[src/rtl/ahb_regbank_slave.sv]
// ahb_regbank_slave
// AHB-Lite slave holding a 16 x 32-bit register bank. Word 15 is a read-only
// identification constant. Each OKAY transfer can be stretched by a fixed
// number of data-phase wait cycles. Misaligned or oversized transfers get the
// two-cycle ERROR response and never touch storage.
//
// Ports
//   clk        clock, all state updates on the rising edge
//   reset      synchronous active-high reset
//   HSEL       slave select
//   HADDR      byte address, only [5:0] decoded (upper bits alias)
//   HTRANS     IDLE=00, BUSY=01, NONSEQ=10, SEQ=11
//   HWRITE     1=write, 0=read
//   HSIZE      000 byte, 001 halfword, 010 word
//   HWDATA     write data, valid in the data phase
//   HREADY     bus-level ready (previous transfer complete)
//   HRDATA     read data, zero outside a read data phase
//   HREADYOUT  slave ready
//   HRESP      0=OKAY, 1=ERROR
//
// state | meaning
// IDLE  | no data phase in progress
// WAIT  | OKAY transfer stretched, wait_cnt_q counts down to 0
// DATA  | final data-phase cycle, write commits / read data driven
// ERR1  | first ERROR cycle, HREADYOUT low
// ERR2  | second ERROR cycle, HREADYOUT high
module ahb_regbank_slave #(
  parameter int unsigned WAIT_STATES = 0,
  parameter logic [31:0] ID_VALUE    = 32'hA5B0_0001
) (
  input  logic        clk,
  input  logic        reset,
  input  logic        HSEL,
  input  logic [31:0] HADDR,
  input  logic [1:0]  HTRANS,
  input  logic        HWRITE,
  input  logic [2:0]  HSIZE,
  input  logic [31:0] HWDATA,
  input  logic        HREADY,
  output logic [31:0] HRDATA,
  output logic        HREADYOUT,
  output logic        HRESP
);

  typedef enum logic [2:0] {
    ST_IDLE,
    ST_WAIT,
    ST_DATA,
    ST_ERR1,
    ST_ERR2
  } state_t;

  localparam logic [1:0] WAIT_LOAD = (WAIT_STATES > 0) ? 2'(WAIT_STATES - 1) : 2'd0;

  state_t      state_q, state_d;
  logic [1:0]  wait_cnt_q;
  logic [5:0]  addr_q;
  logic        write_q;
  logic [2:0]  size_q;
  logic [31:0] regs [16];

  logic        can_accept;
  logic        accept;
  logic        illegal;
  logic        commit;
  logic [3:0]  byte_en;
  logic [31:0] rd_word;
  logic        unused_bits;

  assign unused_bits = ^{HADDR[31:6], HTRANS[0]};

  // A new address phase is only taken while our own HREADYOUT is high, so the
  // latched transfer is frozen during WAIT and ERR1.
  assign can_accept = (state_q == ST_IDLE) || (state_q == ST_DATA) || (state_q == ST_ERR2);
  assign accept     = can_accept && HSEL && HTRANS[1] && HREADY;

  assign illegal = (HSIZE > 3'b010) ||
                   ((HSIZE == 3'b001) && HADDR[0]) ||
                   ((HSIZE == 3'b010) && (HADDR[1:0] != 2'b00));

  // Word 15 is the ID constant; writes to it complete OKAY but are dropped.
  assign commit  = (state_q == ST_DATA) && write_q && (addr_q[5:2] != 4'd15);
  assign rd_word = (addr_q[5:2] == 4'd15) ? ID_VALUE : regs[addr_q[5:2]];

  always_comb begin
    byte_en = 4'b1111;
    case (size_q)
      3'b000:  byte_en = 4'b0001 << addr_q[1:0];
      3'b001:  byte_en = addr_q[1] ? 4'b1100 : 4'b0011;
      default: byte_en = 4'b1111;
    endcase
  end

  // State register plus latched address-phase information.
  always_ff @(posedge clk) begin
    if (reset) begin
      state_q    <= ST_IDLE;
      wait_cnt_q <= 2'd0;
      addr_q     <= 6'd0;
      write_q    <= 1'b0;
      size_q     <= 3'd0;
    end else begin
      state_q <= state_d;
      if (accept) begin
        addr_q     <= HADDR[5:0];
        write_q    <= HWRITE;
        size_q     <= HSIZE;
        wait_cnt_q <= WAIT_LOAD;
      end else if ((state_q == ST_WAIT) && (wait_cnt_q != 2'd0)) begin
        wait_cnt_q <= wait_cnt_q - 2'd1;
      end
    end
  end

  always_comb begin
    state_d = state_q;
    case (state_q)
      ST_IDLE, ST_DATA, ST_ERR2: begin
        if (accept) begin
          if (illegal)              state_d = ST_ERR1;
          else if (WAIT_STATES > 0) state_d = ST_WAIT;
          else                      state_d = ST_DATA;
        end else begin
          state_d = ST_IDLE;
        end
      end
      ST_WAIT: begin
        if (wait_cnt_q == 2'd0) state_d = ST_DATA;
      end
      ST_ERR1: state_d = ST_ERR2;
      default: state_d = ST_IDLE;
    endcase
  end

  always_comb begin
    HREADYOUT = 1'b1;
    HRESP     = 1'b0;
    HRDATA    = 32'd0;
    case (state_q)
      ST_WAIT: HREADYOUT = 1'b0;
      ST_DATA: if (!write_q) HRDATA = rd_word;
      ST_ERR1: begin
        HREADYOUT = 1'b0;
        HRESP     = 1'b1;
      end
      ST_ERR2: HRESP = 1'b1;
      default: ;
    endcase
  end

  // Byte lanes are taken straight from HWDATA (little-endian, unshifted).
  always_ff @(posedge clk) begin
    if (reset) begin
      for (int i = 0; i < 16; i++) regs[i] <= 32'd0;
    end else if (commit) begin
      for (int b = 0; b < 4; b++) begin
        if (byte_en[b]) regs[addr_q[5:2]][8*b +: 8] <= HWDATA[8*b +: 8];
      end
    end
  end

endmodule

[config.mk]
export PLATFORM = sky130hd
export DESIGN_NAME = ahb_regbank_slave
export DESIGN_NICKNAME = d
export VERILOG_FILES = /design/src/rtl/ahb_regbank_slave.sv
export SDC_FILE = /design/constraint.sdc
export NUM_CORES = 1
export LEC_CHECK = 0
export ABC_CLOCK_PERIOD_IN_PS = 6300
export BUFFER_PORTS_ARGS = -buffer_cell sky130_fd_sc_hd__buf_2
export CORE_ASPECT_RATIO = 1.75
export CORE_MARGIN = 8
export CORE_UTILIZATION = 67
export CTS_CLUSTER_SIZE = 25
export DETAILED_ROUTE_END_ITERATION = 12
export GPL_TIMING_DRIVEN = 0
export PLACE_DENSITY_LB_ADDON = 0.25
export SYNTH_ARGS = -nofsm -noshare
export SYNTH_HDL_FRONTEND = slang
export SYNTH_SLANG_ARGS = --single-unit
export TNS_END_PERCENT = 10
[constraint.sdc]
create_clock -name clk -period 6.3 [get_ports clk]
set_input_delay 0.315 -clock clk [delete_from_list [all_inputs] [get_ports clk]]
set_output_delay 0.315 -clock clk [all_outputs]
set_load 0.01 [all_outputs]
==> run summary <==
============================================================================
TNS Setup                                                               0 ns
Routed via count divided by cell count                                 6.393
CTS tree                                                                 yes
Number of flip-flops and latches in the synthesized netlist              531
Total track usage                                                     0.2900
Cell at the root of the clock tree                              sky130_fd_sc_hd__clkbuf_16
RD Place Congestion                                                   0.9525
Setup repair after global routing missed its margin                    false
Resized Gates After CTS                                                    0
TritonCTS sink count                                                     531
Mean cell area of the mapped netlist                               15.67 µm²
Ant. Diodes                                                                0
Slew at the pin closest to its max-slew limit                       1.080 ns
Setup violation total in the final timing report                           0
Maximum clock rate                                                0.2699 GHz
Worst hold slack                                                  0.03661 ns
Largest clock skew in the final design                            0.01662 ns
Final hold viol count                                                      0
Initial DRC Count                                                       1568
Cell Count Post-Placement                                               2135
Startpoint of the lowest-slack register-to-register path        state_q[1]$_SDFFE_PP0N_
Core Rows                                                                 92
Inserted Clock Buffers                                                    44
Leftover overflow at the end of global routing                             0
Insertion delay to the later sink of the worst-skew pair             0.57 ns
Top post-synthesis cells by area                                sky130_fd_sc_hd__edfxtp_1, sky130_fd_sc_hd__and2_1, sky130_fd_sc_hd__mux4_2, sky130_fd_sc_hd__mux2i_1, sky130_fd_sc_hd__dfxtp_1
Die extent in y                                                     268.2 µm
DRC                                                                        0
Post-placement cell area                                           25450 µm²
Cell Pwr Density                                                272.3 nW/µm²
Routed WL per cell                                                  27.90 µm
H-tree depth reported by CTS                                               2
Worst path required time                                             5.98 ns
Count of TritonRoute iterations in the first routing pass                  7
Layout cell share with drive strength beyond 1                        0.2285
Top Ports                                                                108
Result of the run                                               finished, final reports clean
Detailed placement HPWL                                             44750 µm
Final nets                                                              1787
Endpoint class of the critical path                              output port
Share of the synthesized area in the top cell type                    0.6314
Sum of internal, switching and leakage power                        7.346 mW
Sequential area share after synthesis                                 0.6471
Clk buf depth                                                              3
Distinct cells, synth                                                     48
Final WL                                                            61820 µm
Worst IR Drop VDD                                                  0.2530 mV
Antenna-violating nets left                                                0
Data arrival time at the worst-slack endpoint                        3.39 ns
Clock slew at reported path FFs                                      0.07 ns
First-pass GRT wire length                                          90440 µm
Setup Fix Bufs, Post-CTS                                                   0
IO Port Bufs                                                              80
Worst slew slack as a fraction of its limit                           0.2739
Startpoint types                                                        flop
Area growth from synthesis to layout                                  10.78%
Worst reg2reg path depth                                                   5
Cells on Worst Hold Path                                                   3
Initial antenna violation count                                            0
Initial Utilization                                                   0.6780
Worst hold start                                                    HADDR[0]
Post-layout instance count excluding filler cells                       2216
Via Count                                                              14170
Period minus WS final                                               3.705 ns
Leading cell type by number of instances after synthesis        sky130_fd_sc_hd__edfxtp_1
Worst setup path class                                               reg2out
Via count of the first global-routing pass                             14850
Flip-flop cell with the highest count after synthesis           sky130_fd_sc_hd__edfxtp_1
Pin count of the biggest net entering global routing                      18
Yosys synthesis warning count                                              0
Share of the clock period used by the worst path                      0.5881
Post-synthesis cell area                                           24350 µm²
Worst min-delay path class                                            in2reg
Number of synthesized flops with an enable pin                           512
Number of max-cap violations                                               0
Fraction of registers with async set or reset after synthesis              0
Post-synthesis instance total                                           1554
Filler Cell Count                                                       2213
Library cell with the largest summed area after synthesis       sky130_fd_sc_hd__edfxtp_1
Final slew viol count                                                      0
Post-layout utilization of the core                                   0.7510
Summed area of non-filler cells in the final layout                26970 µm²
Setup slack after placement                                         3.227 ns
Static leakage power                                                9.624 nW
Die X-Extent                                                        160.1 µm
Critical path fanouts, max                                                10
Top post-synthesis cells by count                               sky130_fd_sc_hd__edfxtp_1, sky130_fd_sc_hd__and2_1, sky130_fd_sc_hd__mux4_2
Area of the core                                                   35910 µm²
Final worst slack                                                   2.595 ns
Die area                                                           42940 µm²
============================================================================
path summary, 6_finish.rpt:
path                                                  end  slack, ns
worst max-delay path                           HRDATA[30]       2.59
worst min-delay path               addr_q[0]$_SDFFE_PP0N_       0.04
worst max register to register  regs[4][26]$_SDFFCE_PN0P_       3.49
worst min register to register     size_q[1]$_SDFFE_PP0N_       0.46
layer usage:
layer,wire length (µm),global-route usage,vias up
li1,-,-,6053
met1,20030,0.3145,7155
met2,33620,0.5340,752
met3,4441,0.04017,206
met4,3727,0.1719,0
met5,0,0,-
layout make-up:
| type | count | area [µm²] | share of cell area |
|---|---|---|---|
| Buffer | 100 | 429.2 | 0.01591 |
| Clock buffer | 57 | 1191 | 0.04416 |
| Clock inverter | 23 | 317.8 | 0.01178 |
| Inverter | 5 | 18.77 | 0.0006958 |
| Multi-Input combinational cell | 949 | 8262 | 0.3063 |
| Sequential cell | 531 | 15760 | 0.5841 |
| Tap cell | 470 | 588.1 | 0.02180 |
| Timing Repair Buffer | 81 | 410.4 | 0.01522 |
worst max-delay path: stages, from the launching register on:
cell,delay [ns]
sky130_fd_sc_hd__dfxtp_1,0.30
sky130_fd_sc_hd__buf_2,0.34
sky130_fd_sc_hd__buf_2,0.50
sky130_fd_sc_hd__buf_1,0.82
sky130_fd_sc_hd__mux2i_1,0.27
sky130_fd_sc_hd__o22ai_1,0.34
sky130_fd_sc_hd__buf_2,0.20
what timing repair did:
item,in CTS,in global routing
hold buffers,1,0
hold endpoints to repair,1,0
setup endpoints to repair,0,0
layout by cell type (no fill, tap or decap), types with 32 or more instances in the layout:
cell type | Yosys | final
sky130_fd_sc_hd__or2_2 | 55 | 55
sky130_fd_sc_hd__clkbuf_16 | 0 | 45
sky130_fd_sc_hd__buf_2 | 28 | 108
sky130_fd_sc_hd__mux2i_1 | 57 | 57
sky130_fd_sc_hd__and2_1 | 481 | 481
sky130_fd_sc_hd__edfxtp_1 | 512 | 512
sky130_fd_sc_hd__conb_1 | 1 | 32
sky130_fd_sc_hd__clkbuf_1 | 63 | 73
sky130_fd_sc_hd__o22ai_1 | 32 | 32
sky130_fd_sc_hd__mux4_2 | 128 | 128
report_power, final:
group | internal [mW] | switching, mW | total (mW)
clock | 1.67 | 1.24 | 2.91
sequential | 3.98 | 0.0383 | 4.02
combinational | 0.144 | 0.271 | 0.414
total | 5.79 | 1.55 | 7.35
flip-flops by register name (all words and copies together) (netlist names), named ones only:
register,flops
size_q,3
state_q,3
regs,512
addr_q,6
write_q,1
wait_cnt_q,2
logic make-up after synthesis:
logic type      count (synthesis)  synth area share
other cells                     1         0.0001540
xor+xnor                        1         0.0003598
compound gates                 65           0.01855
flops                         531            0.6471
mux                           185            0.1418
fa+ha+maj                       1         0.0005138
buf+inv                       105           0.01840
simple gates                  665            0.1731
(Power assumes the default switching activity.)
